$ cat config.mk
export PLATFORM = sky130hd
export DESIGN_NAME = serdesphy_cdr_vco_ctrl
export DESIGN_NICKNAME = d
export VERILOG_FILES = /design/src/rtl/serdesphy_cdr_vco_ctrl.sv
export SDC_FILE = /design/constraint.sdc
export NUM_CORES = 1
export LEC_CHECK = 0
export ABC_AREA = 1
export BUFFER_PORTS_ARGS = -buffer_cell sky130_fd_sc_hd__buf_2
export CAP_MARGIN = 20
export CORE_MARGIN = 2
export CORE_UTILIZATION = 30
export DETAILED_ROUTE_END_ITERATION = 8
export PLACE_DENSITY = 0.52
export SYNTH_ARGS = -nofsm -noshare
export SYNTH_HDL_FRONTEND = slang
export SYNTH_SLANG_ARGS = --single-unit
$ cat constraint.sdc
create_clock -name clk_i -period 8.2 [get_ports clk_i]
set_clock_uncertainty 0.1 [all_clocks]
set_input_delay 1.64 -clock clk_i [delete_from_list [all_inputs] [get_ports clk_i]]
set_output_delay 1.64 -clock clk_i [all_outputs]
set_load 0.05 [all_outputs]
$ cat src/rtl/serdesphy_cdr_vco_ctrl.sv
// CDR VCO sequencer: enable, wait ready, 8-step binary-search calibration, then PD-driven tracking with lock detect.
// Latency: all outputs registered; calibration takes 8*(SETTLE_CYCLES+WIN_CYCLES+1) cycles after vco_ready_i is seen.
// Backpressure: none; start_i is a level, and dropping it returns to IDLE on the next cycle from any state.
//
// Ports:
//   clk_i, rst_i       controller clock, synchronous active-high reset
//   start_i            level: high runs the sequence, low aborts to IDLE
//   vco_ready_i        VCO stable flag (already synchronised)
//   vco_edge_i         one-cycle pulse per VCO rising edge (already synchronised)
//   pd_up_i, pd_dn_i   phase detector: VCO too slow / too fast
//   vco_enable_o       VCO enable
//   cdr_control_o      8-bit VCO control code
//   cal_done_o         calibration finished, tracking active
//   locked_o           tracking loop locked
//   fault_o            ready timeout or ready lost
//   busy_o             sequencer not in IDLE
module serdesphy_cdr_vco_ctrl #(
  parameter int unsigned WIN_CYCLES    = 256,
  parameter int unsigned SETTLE_CYCLES = 16,
  parameter int unsigned TARGET_COUNT  = 100,
  parameter int unsigned READY_TIMEOUT = 1024,
  parameter int unsigned LOCK_TOL      = 2,
  parameter int unsigned LOCK_WINDOWS  = 4,
  parameter logic [7:0]  CODE_MIN      = 8'h20,
  parameter logic [7:0]  CODE_MAX      = 8'hE0
) (
  input  logic       clk_i,
  input  logic       rst_i,
  input  logic       start_i,
  input  logic       vco_ready_i,
  input  logic       vco_edge_i,
  input  logic       pd_up_i,
  input  logic       pd_dn_i,
  output logic       vco_enable_o,
  output logic [7:0] cdr_control_o,
  output logic       cal_done_o,
  output logic       locked_o,
  output logic       fault_o,
  output logic       busy_o
);

  typedef enum logic [2:0] {
    IDLE,
    EN_WAIT,
    CAL_SETTLE,
    CAL_MEAS,
    CAL_UPD,
    TRACK,
    FAULT
  } state_e;

  localparam logic [7:0] CODE_RST = 8'h80;

  // One shared cycle counter serves the ready timeout, settle, measurement
  // and lock windows, so it is sized for the longest of them.
  localparam int unsigned CNT_MAX_A = (READY_TIMEOUT > WIN_CYCLES) ? READY_TIMEOUT : WIN_CYCLES;
  localparam int unsigned CNT_MAX   = (CNT_MAX_A > SETTLE_CYCLES) ? CNT_MAX_A : SETTLE_CYCLES;
  localparam int          CNT_W     = $clog2(CNT_MAX);
  localparam int          QW        = $clog2(LOCK_WINDOWS + 1);

  state_e             state_q, state_d;
  logic [CNT_W-1:0]   cnt_q, cnt_d;
  logic [15:0]        edge_cnt_q, edge_cnt_d;
  logic [2:0]         bit_q, bit_d;
  logic [7:0]         code_q, code_d;
  logic signed [15:0] net_q, net_d;
  logic signed [15:0] net_fin;
  logic [15:0]        net_abs;
  logic [QW-1:0]      quiet_q, quiet_d;
  logic               en_q, en_d;
  logic               cal_done_q, cal_done_d;
  logic               locked_q, locked_d;
  logic               fault_q, fault_d;
  logic               busy_q, busy_d;
  logic               ready_lost;

  // Net phase-detector balance including this cycle's pulse, so the
  // window-end decision sees every pulse of the window.
  always_comb begin
    net_fin = net_q;
    if (pd_up_i && !pd_dn_i) begin
      net_fin = net_q + 16'sd1;
    end else if (pd_dn_i && !pd_up_i) begin
      net_fin = net_q - 16'sd1;
    end
  end

  assign net_abs = net_fin[15] ? $unsigned(-net_fin) : $unsigned(net_fin);

  assign ready_lost = !vco_ready_i &&
                      (state_q == CAL_SETTLE || state_q == CAL_MEAS ||
                       state_q == CAL_UPD    || state_q == TRACK);

  always_comb begin
    state_d    = state_q;
    cnt_d      = cnt_q;
    edge_cnt_d = edge_cnt_q;
    bit_d      = bit_q;
    code_d     = code_q;
    net_d      = net_q;
    quiet_d    = quiet_q;
    en_d       = en_q;
    cal_done_d = cal_done_q;
    locked_d   = locked_q;
    fault_d    = fault_q;

    // Abort wins over every other transition, including a fault in the same cycle.
    if (state_q != IDLE && !start_i) begin
      state_d    = IDLE;
      cnt_d      = '0;
      en_d       = 1'b0;
      code_d     = CODE_RST;
      cal_done_d = 1'b0;
      locked_d   = 1'b0;
      fault_d    = 1'b0;
    end else if (ready_lost) begin
      state_d    = FAULT;
      cnt_d      = '0;
      en_d       = 1'b0;
      code_d     = CODE_RST;
      cal_done_d = 1'b0;
      locked_d   = 1'b0;
      fault_d    = 1'b1;
    end else begin
      unique case (state_q)
        IDLE: begin
          en_d   = 1'b0;
          code_d = CODE_RST;
          if (start_i) begin
            state_d = EN_WAIT;
            en_d    = 1'b1;
            cnt_d   = '0;
          end
        end

        EN_WAIT: begin
          if (vco_ready_i) begin
            state_d = CAL_SETTLE;
            cnt_d   = '0;
            bit_d   = 3'd7;
            code_d  = CODE_RST;
          end else if (cnt_q == CNT_W'(READY_TIMEOUT - 1)) begin
            state_d = FAULT;
            cnt_d   = '0;
            en_d    = 1'b0;
            code_d  = CODE_RST;
            fault_d = 1'b1;
          end else begin
            cnt_d = cnt_q + 1'b1;
          end
        end

        CAL_SETTLE: begin
          if (cnt_q == CNT_W'(SETTLE_CYCLES - 1)) begin
            state_d    = CAL_MEAS;
            cnt_d      = '0;
            edge_cnt_d = '0;
          end else begin
            cnt_d = cnt_q + 1'b1;
          end
        end

        CAL_MEAS: begin
          if (vco_edge_i && edge_cnt_q != 16'hFFFF) begin
            edge_cnt_d = edge_cnt_q + 16'd1;
          end
          if (cnt_q == CNT_W'(WIN_CYCLES - 1)) begin
            state_d = CAL_UPD;
            cnt_d   = '0;
          end else begin
            cnt_d = cnt_q + 1'b1;
          end
        end

        CAL_UPD: begin
          // Too many edges means the trial code is too high: drop the bit.
          if (edge_cnt_q > 16'(TARGET_COUNT)) begin
            code_d[bit_q] = 1'b0;
          end
          if (bit_q != 3'd0) begin
            code_d[bit_q - 3'd1] = 1'b1;
            bit_d                = bit_q - 3'd1;
            state_d              = CAL_SETTLE;
          end else begin
            // Only the final search result is clamped; trials run unclamped.
            if (code_d < CODE_MIN) begin
              code_d = CODE_MIN;
            end else if (code_d > CODE_MAX) begin
              code_d = CODE_MAX;
            end
            state_d    = TRACK;
            cal_done_d = 1'b1;
            locked_d   = 1'b0;
            net_d      = '0;
            quiet_d    = '0;
          end
          cnt_d = '0;
        end

        TRACK: begin
          if (pd_up_i && !pd_dn_i) begin
            code_d = (code_q >= CODE_MAX) ? CODE_MAX : code_q + 8'd1;
          end else if (pd_dn_i && !pd_up_i) begin
            code_d = (code_q <= CODE_MIN) ? CODE_MIN : code_q - 8'd1;
          end
          if (cnt_q == CNT_W'(WIN_CYCLES - 1)) begin
            cnt_d = '0;
            net_d = '0;
            if (net_abs <= 16'(LOCK_TOL)) begin
              if (quiet_q != QW'(LOCK_WINDOWS)) begin
                quiet_d = quiet_q + 1'b1;
              end
              locked_d = (quiet_d == QW'(LOCK_WINDOWS));
            end else begin
              quiet_d  = '0;
              locked_d = 1'b0;
            end
          end else begin
            cnt_d = cnt_q + 1'b1;
            net_d = net_fin;
          end
        end

        FAULT: begin
          // Held until start_i drops; outputs were set on entry.
          en_d   = 1'b0;
          code_d = CODE_RST;
        end

        default: begin
          state_d = IDLE;
        end
      endcase
    end

    busy_d = (state_d != IDLE);
  end

  always_ff @(posedge clk_i) begin
    if (rst_i) begin
      state_q    <= IDLE;
      cnt_q      <= '0;
      edge_cnt_q <= '0;
      bit_q      <= '0;
      code_q     <= CODE_RST;
      net_q      <= '0;
      quiet_q    <= '0;
      en_q       <= 1'b0;
      cal_done_q <= 1'b0;
      locked_q   <= 1'b0;
      fault_q    <= 1'b0;
      busy_q     <= 1'b0;
    end else begin
      state_q    <= state_d;
      cnt_q      <= cnt_d;
      edge_cnt_q <= edge_cnt_d;
      bit_q      <= bit_d;
      code_q     <= code_d;
      net_q      <= net_d;
      quiet_q    <= quiet_d;
      en_q       <= en_d;
      cal_done_q <= cal_done_d;
      locked_q   <= locked_d;
      fault_q    <= fault_d;
      busy_q     <= busy_d;
    end
  end

  assign vco_enable_o  = en_q;
  assign cdr_control_o = code_q;
  assign cal_done_o    = cal_done_q;
  assign locked_o      = locked_q;
  assign fault_o       = fault_q;
  assign busy_o        = busy_q;

endmodule

Word level (Yosys, flattened, before mapping)

Cells that the tools add are included.

Output and inout port bits: 13
Register bits: 64

Order comparisons: 10
Multiplexer cells: 67
Eq/ne operators: 24
$add $sub $neg: 9
Bitwise operators: 6
Reduce and logical (&&, ||, !) cells: 41

Operators with widths:

| operator                                             | count |
|---|---|
| two-way mux 16 bit                                   | 7 |
| two-way mux 8 bit                                    | 13 |
| case mux 16 bit (2 select lines)                     | 2 |
| two-way mux 3 bit                                    | 19 |
| two-way mux 10 bit                                   | 5 |
| case mux 10 bit (5 select lines)                     | 1 |
| case mux 8 bit (4 select lines)                      | 1 |
| case mux 3 bit (6 select lines)                      | 1 |
| adder 16 x 1 -> 16 bit, second input constant        | 1 |
| adder 16 x 2 -> 16 bit, second input constant        | 1 |
| > comparator 16 x 7 -> 1 bit, second input constant  | 1 |
| <= comparator 16 x 2 -> 1 bit, second input constant | 1 |
| inequality test 16 bit, second input constant        | 1 |
| negator 16 bit                                       | 1 |
| subtractor 16 x 2 -> 16 bit, second input constant   | 1 |
| AND reduction 5 bit                                  | 3 |
| == test 3 bit, second input constant                 | 4 |
| two-way mux 1 bit                                    | 12 |
| case mux 3 bit (2 select lines)                      | 2 |
| AND reduction 3 bit                                  | 4 |
| nonzero test 3 bit                                   | 4 |
| adder 10 x 1 -> 10 bit, second input constant        | 1 |
| == test 10 bit, second input constant                | 1 |
| == test 10 x 4 -> 1 bit, second input constant       | 1 |
| 34 further kinds                                     | 69 |

Longest topological paths before layout

Depth after elaboration: 16
Mapped depth: 22
Gate-level depth less buffers: 22

Worst setup path before layout

Ideal clock, no wire load.

Path kind: input to register
Start: input port pd_dn_i
End: register locked_q, in the netlist locked_o
Buffers on the path: 2
Library setup time: 0.071 ns
Stages on the path: 22
Path slack: 4.347 ns
Data arrival time: 3.682 ns
Path through: inv_1 ha_1 buf_6 inv_4 buf_4 nand2_1 nand2_1 ha_1 nand3_1 a21oi_1 inv_1 nor2_1 nand2_1 nor2_1 nand3_1 nand2_1 nand2_1 nand2_1 nand2_1 nor2_2 nand4_1 a21oi_1

Cells in the longest elaborated chain, start to end: 9
Elaborated cells between the ends (all ways): 11

RTL lines:

| element                                                        | line   | RTL |
|---|---|---|
| start: declaration                                             | 33     | `input logic pd_dn_i,` |
| logical AND 1 bit / zero test 1 bit (equally long branches)    | 83, 81 |  |
| two-way mux 16 bit / logical AND 1 bit (equally long branches) | 83, 81 |  |
| two-way mux 16 bit (*)                                         | 81     | `if (pd_up_i && !pd_dn_i) begin` |
| negator 16 bit                                                 | 88     | `assign net_abs = net_fin[15] ? $unsigned(-net_fin) : $unsigned(net_fin);` |
| two-way mux 16 bit (*)                                         | 88     |  |
| <= comparator 16 x 2 -> 1 bit (*)                              | 209    | `if (net_abs <= 16'(LOCK_TOL)) begin` |
| two-way mux 1 bit (*)                                          | 209    |  |
| two-way mux 1 bit (*)                                          | 206    | `if (cnt_q == CNT_W'(WIN_CYCLES - 1)) begin` |
| case mux 1 bit (2 select lines) (*)                            | 125    | `unique case (state_q)` |
| end signal: assignment                                         | 263    | `locked_q <= locked_d;` |
| end: declaration                                               | 72     | `logic locked_q, locked_d;` |

Mark *: on every way between the ends. The rest lies on a longest branch, timed or not. The select of a mux whose other input is x is not followed.
A chain may end at the register's enable or synchronous reset.

Worst setup path in the final report

Same ends and word-level chain as after synthesis.

==> impl_results.html <==
<table>
<tr><th>Metric</th><th>Value</th></tr>
<tr><th colspan="2">Placed design</th></tr>
<tr><td>Cell Area, Placed</td><td>5330 sq um</td></tr>
<tr><td>Cell Count Post-Placement</td><td>1068</td></tr>
<tr><td>Placed wire-length estimate after detailed placement</td><td>10600 um</td></tr>
<tr><td>Final GP Congestion</td><td>0.828</td></tr>
<tr><td>Number of buffers added on ports</td><td>19</td></tr>
<tr><th colspan="2">Run</th></tr>
<tr><td>Max capacitance violation total</td><td>0</td></tr>
<tr><th colspan="2">Clock tree</th></tr>
<tr><td>TritonCTS sink count</td><td>64</td></tr>
<tr><td>Hold Buf Count CTS</td><td>0</td></tr>
<tr><td>Clock tree from TritonCTS</td><td>built</td></tr>
<tr><td>H-tree levels</td><td>3</td></tr>
<tr><td>Post-cts repair resize count</td><td>0</td></tr>
<tr><td>Clk_lat worst skew</td><td>340 ps</td></tr>
<tr><td>Maximum buffer depth of the clock tree</td><td>2</td></tr>
<tr><td>Reg clk slew, reported paths</td><td>50 ps</td></tr>
<tr><td>TritonCTS Buffers</td><td>9</td></tr>
<tr><td>Buffers inserted during post-CTS setup optimization</td><td>0</td></tr>
<tr><td>CTS Root Cell</td><td>sky130_fd_sc_hd__clkbuf_16</td></tr>
<tr><th colspan="2">Global routing</th></tr>
<tr><td>GRT Overall Usage</td><td>16.0%</td></tr>
<tr><td>GR Overflow Total</td><td>0</td></tr>
<tr><td>Maximum number of pins on one net before global-route repair</td><td>28</td></tr>
<tr><td>Initial antenna violation count</td><td>0</td></tr>
<tr><td>Number of global-route vias before repair</td><td>4867</td></tr>
<tr><td>Wire length of the first global-routing pass</td><td>23300 um</td></tr>
<tr><th colspan="2">Detailed routing</th></tr>
<tr><td>Final ANT Viol Nets</td><td>0</td></tr>
<tr><td>Wirelength, routed</td><td>13700 um</td></tr>
<tr><td>Number of remaining DRC errors</td><td>0</td></tr>
<tr><td>Average wire per cell in the routed design</td><td>12.6 um</td></tr>
<tr><td>Via count</td><td>5232</td></tr>
<tr><td>Starting DRT DRC Count</td><td>413</td></tr>
<tr><td>Pre-antenna DRT Iters</td><td>5</td></tr>
<tr><td>Vias/cell</td><td>4.83</td></tr>
<tr><th colspan="2">STA</th></tr>
<tr><td>Final Max Slew Viols</td><td>0</td></tr>
<tr><td>Highest attainable clock frequency</td><td>0.239 GHz</td></tr>
<tr><td>Hold violation total from the final report</td><td>0</td></tr>
<tr><td>Setup TNS</td><td>0 ps</td></tr>
<tr><td>Period utilisation layout</td><td>51.0%</td></tr>
<tr><td>Final setup violation count</td><td>0</td></tr>
<tr><td>Slew at the pin with the worst max-slew slack</td><td>748 ps</td></tr>
<tr><td>Setup repair after global routing missed its margin</td><td>false</td></tr>
<tr><td>Relative slew margins</td><td>50.1%</td></tr>
<tr><td>Shortest clock period the worst path allows after layout</td><td>4180 ps</td></tr>
<tr><th colspan="2">Power and ir drop</th></tr>
<tr><td>Internal</td><td>798 uW</td></tr>
<tr><td>Logic gate share of total power</td><td>42.0%</td></tr>
<tr><td>Fraction of power consumed by the clock network</td><td>29.3%</td></tr>
<tr><td>Switching Share</td><td>44.1%</td></tr>
<tr><td>Seq pwr share</td><td>28.7%</td></tr>
<tr><td>Power Density</td><td>252 nW/um^2</td></tr>
<tr><td>Static leakage</td><td>2.52 nW</td></tr>
<tr><td>Maximum vdd drop</td><td>0.120 mV</td></tr>
<tr><td>Net switching component of the power</td><td>629 uW</td></tr>
<tr><th colspan="2">Synthesis</th></tr>
<tr><td>Number of different library cells in the post-synthesis netlist</td><td>44</td></tr>
<tr><td>Most instantiated flip-flop cell in the synthesis netlist</td><td>sky130_fd_sc_hd__dfxtp_1</td></tr>
<tr><td>Syn Nets</td><td>872</td></tr>
<tr><td>Number of enable-type register cells in the synthesized netlist</td><td>0</td></tr>
<tr><td>Number of synthesized register bits</td><td>64</td></tr>
<tr><td>Synth warnings</td><td>0</td></tr>
<tr><td>Share of synthesized flip-flops with an asynchronous set or reset</td><td>0%</td></tr>
<tr><td>Mapped cell area</td><td>5070 sq um</td></tr>
<tr><td>Register area share after synthesis</td><td>25.3%</td></tr>
<tr><td>Avg Cell Area, Syn</td><td>5.96 sq um</td></tr>
<tr><td>Number of instances in the synthesized netlist</td><td>850</td></tr>
<tr><th colspan="2">Worst setup path</th></tr>
<tr><td>Depth of the worst register-to-register path</td><td>12</td></tr>
<tr><td>Category of the worst setup path capture point</td><td>flip-flop</td></tr>
<tr><td>Setup Crit Path Kind</td><td>input pin to flip-flop</td></tr>
<tr><td>Required time at the worst-slack endpoint</td><td>8370 ps</td></tr>
<tr><td>Critical Path Slowest Stage Cell</td><td>sky130_fd_sc_hd__buf_4</td></tr>
<tr><td>Cells along the critical path</td><td>buf_2, inv_1, ha_1, buf_4, inv_4, or2_1, nand2_1, ha_1, nand3_1, a21oi_1, nand3_1, nor2_1, nand3_1, nand3_1, nand3_1, nor2_1, nand2_1, nor2_2, nand4_1, a21oi_1</td></tr>
<tr><td>Crit-path most repeated cell</td><td>sky130_fd_sc_hd__nand3_1</td></tr>
<tr><td>Slowest Stage Delay on Critical Path</td><td>280 ps</td></tr>
<tr><td>Data arrival time of the critical path</td><td>4350 ps</td></tr>
<tr><td>Max Fanout on Critical Path</td><td>27</td></tr>
<tr><td>Critical Path Start Type</td><td>input pin</td></tr>
<tr><th colspan="2">Status</th></tr>
<tr><td>Run status</td><td>completed</td></tr>
<tr><th colspan="2">Final layout</th></tr>
<tr><td>Count of nets after finishing</td><td>881</td></tr>
<tr><td>Final cell count without fillers</td><td>1084</td></tr>
<tr><td>Area growth syn-to-layout</td><td>11.6%</td></tr>
<tr><td>Fraction of final layout cells sized beyond drive strength 1</td><td>8.56%</td></tr>
<tr><td>Post-route cell area</td><td>5660 sq um</td></tr>
<tr><td>ANT cells</td><td>0</td></tr>
<tr><td>Fill cell instance count of the final layout</td><td>1807</td></tr>
<tr><th colspan="2">Floorplan</th></tr>
<tr><td>Horizontal die dimension</td><td>134 um</td></tr>
<tr><td>Floorplan die height</td><td>134 um</td></tr>
<tr><td>Core region area</td><td>16500 sq um</td></tr>
<tr><td>IO Pins</td><td>20</td></tr>
<tr><td>Die ar.</td><td>18000 sq um</td></tr>
<tr><td>Initial core utilization</td><td>30.7%</td></tr>
<tr><td>Number of placement rows</td><td>47</td></tr>
<tr><th colspan="2">Min path</th></tr>
<tr><td>Count of cells along the worst hold path</td><td>2</td></tr>
<tr><td>Class of the most critical hold timing path</td><td>flip-flop to flip-flop</td></tr>
</table>
-- critical path, delay by kind of cell --
kind / cells / cell delay [ps]
AND/OR/NAND/NOR: 12 / 1420
buffers and inverters: 4 / 590
AO/OA/AOI/OAI: 2 / 350
adder cells (fa/ha/maj): 2 / 330
-- cell families after synthesis --
logic type	synth area share, %
simple gates	40.7
buf+inv	11.8
compound gates	15.7
flops	25.3
xor+xnor	2.76
fa+ha+maj	3.70
-- final timing paths --
check / startpoint / end / slack [ps]
max: pd_dn_i / locked_o$_SDFFE_PP0P_ / 4020
min: fault_o$_SDFFE_PP0P_ / fault_o$_SDFFE_PP0P_ / 370
max reg2reg: bit_q[0]$_SDFFE_PP0P_ / net_q[7]$_SDFFE_PP0P_ / 4930
min reg2reg: fault_o$_SDFFE_PP0P_ / fault_o$_SDFFE_PP0P_ / 370
-- per-layer routing --
| layer | share of wire, % | vias to the layer above | global-route usage (%) |
|---|---|---|---|
| li1 | - | 2805 | - |
| met4 | 1.5 | 0 | 5.26 |
| met1 | 51 | 2320 | 22.0 |
| met3 | 3.4 | 15 | 2.76 |
| met5 | 0 | - | 0 |
| met2 | 44 | 92 | 25.5 |
-- cell usage after synthesis (2+ instances only) --
| library cell | n | share of area, % |
|---|---|---|
| sky130_fd_sc_hd__nor2_1 | 85 | 6.3 |
| sky130_fd_sc_hd__inv_1 | 117 | 8.7 |
| sky130_fd_sc_hd__a21oi_1 | 65 | 6.4 |
| sky130_fd_sc_hd__a31oi_1 | 14 | 1.7 |
| sky130_fd_sc_hd__nor4_1 | 2 | 0.25 |
| sky130_fd_sc_hd__nor3_2 | 3 | 0.59 |
| sky130_fd_sc_hd__xnor2_1 | 4 | 0.69 |
| sky130_fd_sc_hd__inv_2 | 7 | 0.52 |
| sky130_fd_sc_hd__nand3_2 | 3 | 0.59 |
| sky130_fd_sc_hd__ha_1 | 15 | 3.7 |
| sky130_fd_sc_hd__o21ai_0 | 39 | 3.9 |
| sky130_fd_sc_hd__nand2_1 | 221 | 16 |
| sky130_fd_sc_hd__clkbuf_1 | 12 | 0.89 |
| sky130_fd_sc_hd__o21ai_1 | 3 | 0.30 |
| sky130_fd_sc_hd__o221ai_1 | 4 | 0.69 |
| sky130_fd_sc_hd__xor2_1 | 12 | 2.1 |
| sky130_fd_sc_hd__nand4_1 | 24 | 3.0 |
| sky130_fd_sc_hd__nand3_1 | 73 | 7.2 |
| sky130_fd_sc_hd__buf_6 | 3 | 0.67 |
| sky130_fd_sc_hd__nand3b_1 | 3 | 0.44 |
| sky130_fd_sc_hd__o211ai_1 | 3 | 0.44 |
| sky130_fd_sc_hd__a211oi_1 | 4 | 0.59 |
| sky130_fd_sc_hd__or2_2 | 3 | 0.37 |
| sky130_fd_sc_hd__nor2_2 | 8 | 0.99 |
| sky130_fd_sc_hd__nand2_2 | 5 | 0.62 |
| sky130_fd_sc_hd__o21ai_2 | 3 | 0.52 |
| sky130_fd_sc_hd__buf_2 | 7 | 0.69 |
| sky130_fd_sc_hd__dfxtp_1 | 64 | 25 |
| sky130_fd_sc_hd__nor3_1 | 29 | 2.9 |
-- power groups by stage --
stage | logic, mW | registers (mW) | clock network [mW]
after floorplan | 0.432 | 0.437 | 0
after global placement | 0.606 | 0.417 | 0
after detailed placement | 0.598 | 0.416 | 0
after CTS | 0.600 | 0.408 | 0.428
after global routing | 0.685 | 0.417 | 0.445
final | 0.600 | 0.409 | 0.418
-- sequential cells by signal, summed over array words and instances, names as in the netlist, 3 cells and up --
signal,flops
bit_q,3
cdr_control_o,8
cnt_q,10
edge_cnt_q,16
net_q,16
quiet_q,3
state_q,3
-- layout make-up --
cell class	instances	area (sq um)	share of cell area, %
multi-input cells	637	3190	56.4
repair buffers	21	110	1.95
clock inverters	5	80.1	1.42
flip-flops and latches	64	1280	22.7
well taps	220	275	4.87
inverters	126	475	8.41
clock buffers	11	243	4.29
-- cell usage in the layout (no fill, tap or decap), types with 2 or more instances in the layout --
cell,instances
sky130_fd_sc_hd__or2_2,3
sky130_fd_sc_hd__xnor2_1,4
sky130_fd_sc_hd__nand3_2,3
sky130_fd_sc_hd__nand4_1,24
sky130_fd_sc_hd__o211ai_1,3
sky130_fd_sc_hd__nand2_1,221
sky130_fd_sc_hd__ha_1,15
sky130_fd_sc_hd__a31oi_1,14
sky130_fd_sc_hd__dfxtp_1,64
sky130_fd_sc_hd__inv_2,7
sky130_fd_sc_hd__nand2_2,5
sky130_fd_sc_hd__o221ai_1,4
sky130_fd_sc_hd__bufinv_16,2
sky130_fd_sc_hd__nor2_1,85
sky130_fd_sc_hd__buf_2,19
sky130_fd_sc_hd__nand3b_1,3
sky130_fd_sc_hd__xor2_1,12
sky130_fd_sc_hd__a211oi_1,4
sky130_fd_sc_hd__nor4_1,2
sky130_fd_sc_hd__clkinvlp_4,2
sky130_fd_sc_hd__inv_1,117
sky130_fd_sc_hd__a21oi_1,65
sky130_fd_sc_hd__o21ai_0,39
sky130_fd_sc_hd__nor3_1,29
sky130_fd_sc_hd__clkbuf_16,9
sky130_fd_sc_hd__nor2_2,8
sky130_fd_sc_hd__nor3_2,3
sky130_fd_sc_hd__nand3_1,73
sky130_fd_sc_hd__o21ai_2,3
sky130_fd_sc_hd__buf_4,2
sky130_fd_sc_hd__o21ai_1,3
-- per-stage QoR --
stage	hold slack [ps]	power, mW	setup slack (ps)	util, %
global route	387	1.55	3620	34.2
finish	369	1.43	4020	34.2
CTS	370	1.44	4060	34.2
global placement	359	1.02	3800	32.3
detailed placement	353	1.01	3700	32.3
floorplan	343	0.869	4350	-
Power figures use the tool's default switching activity.
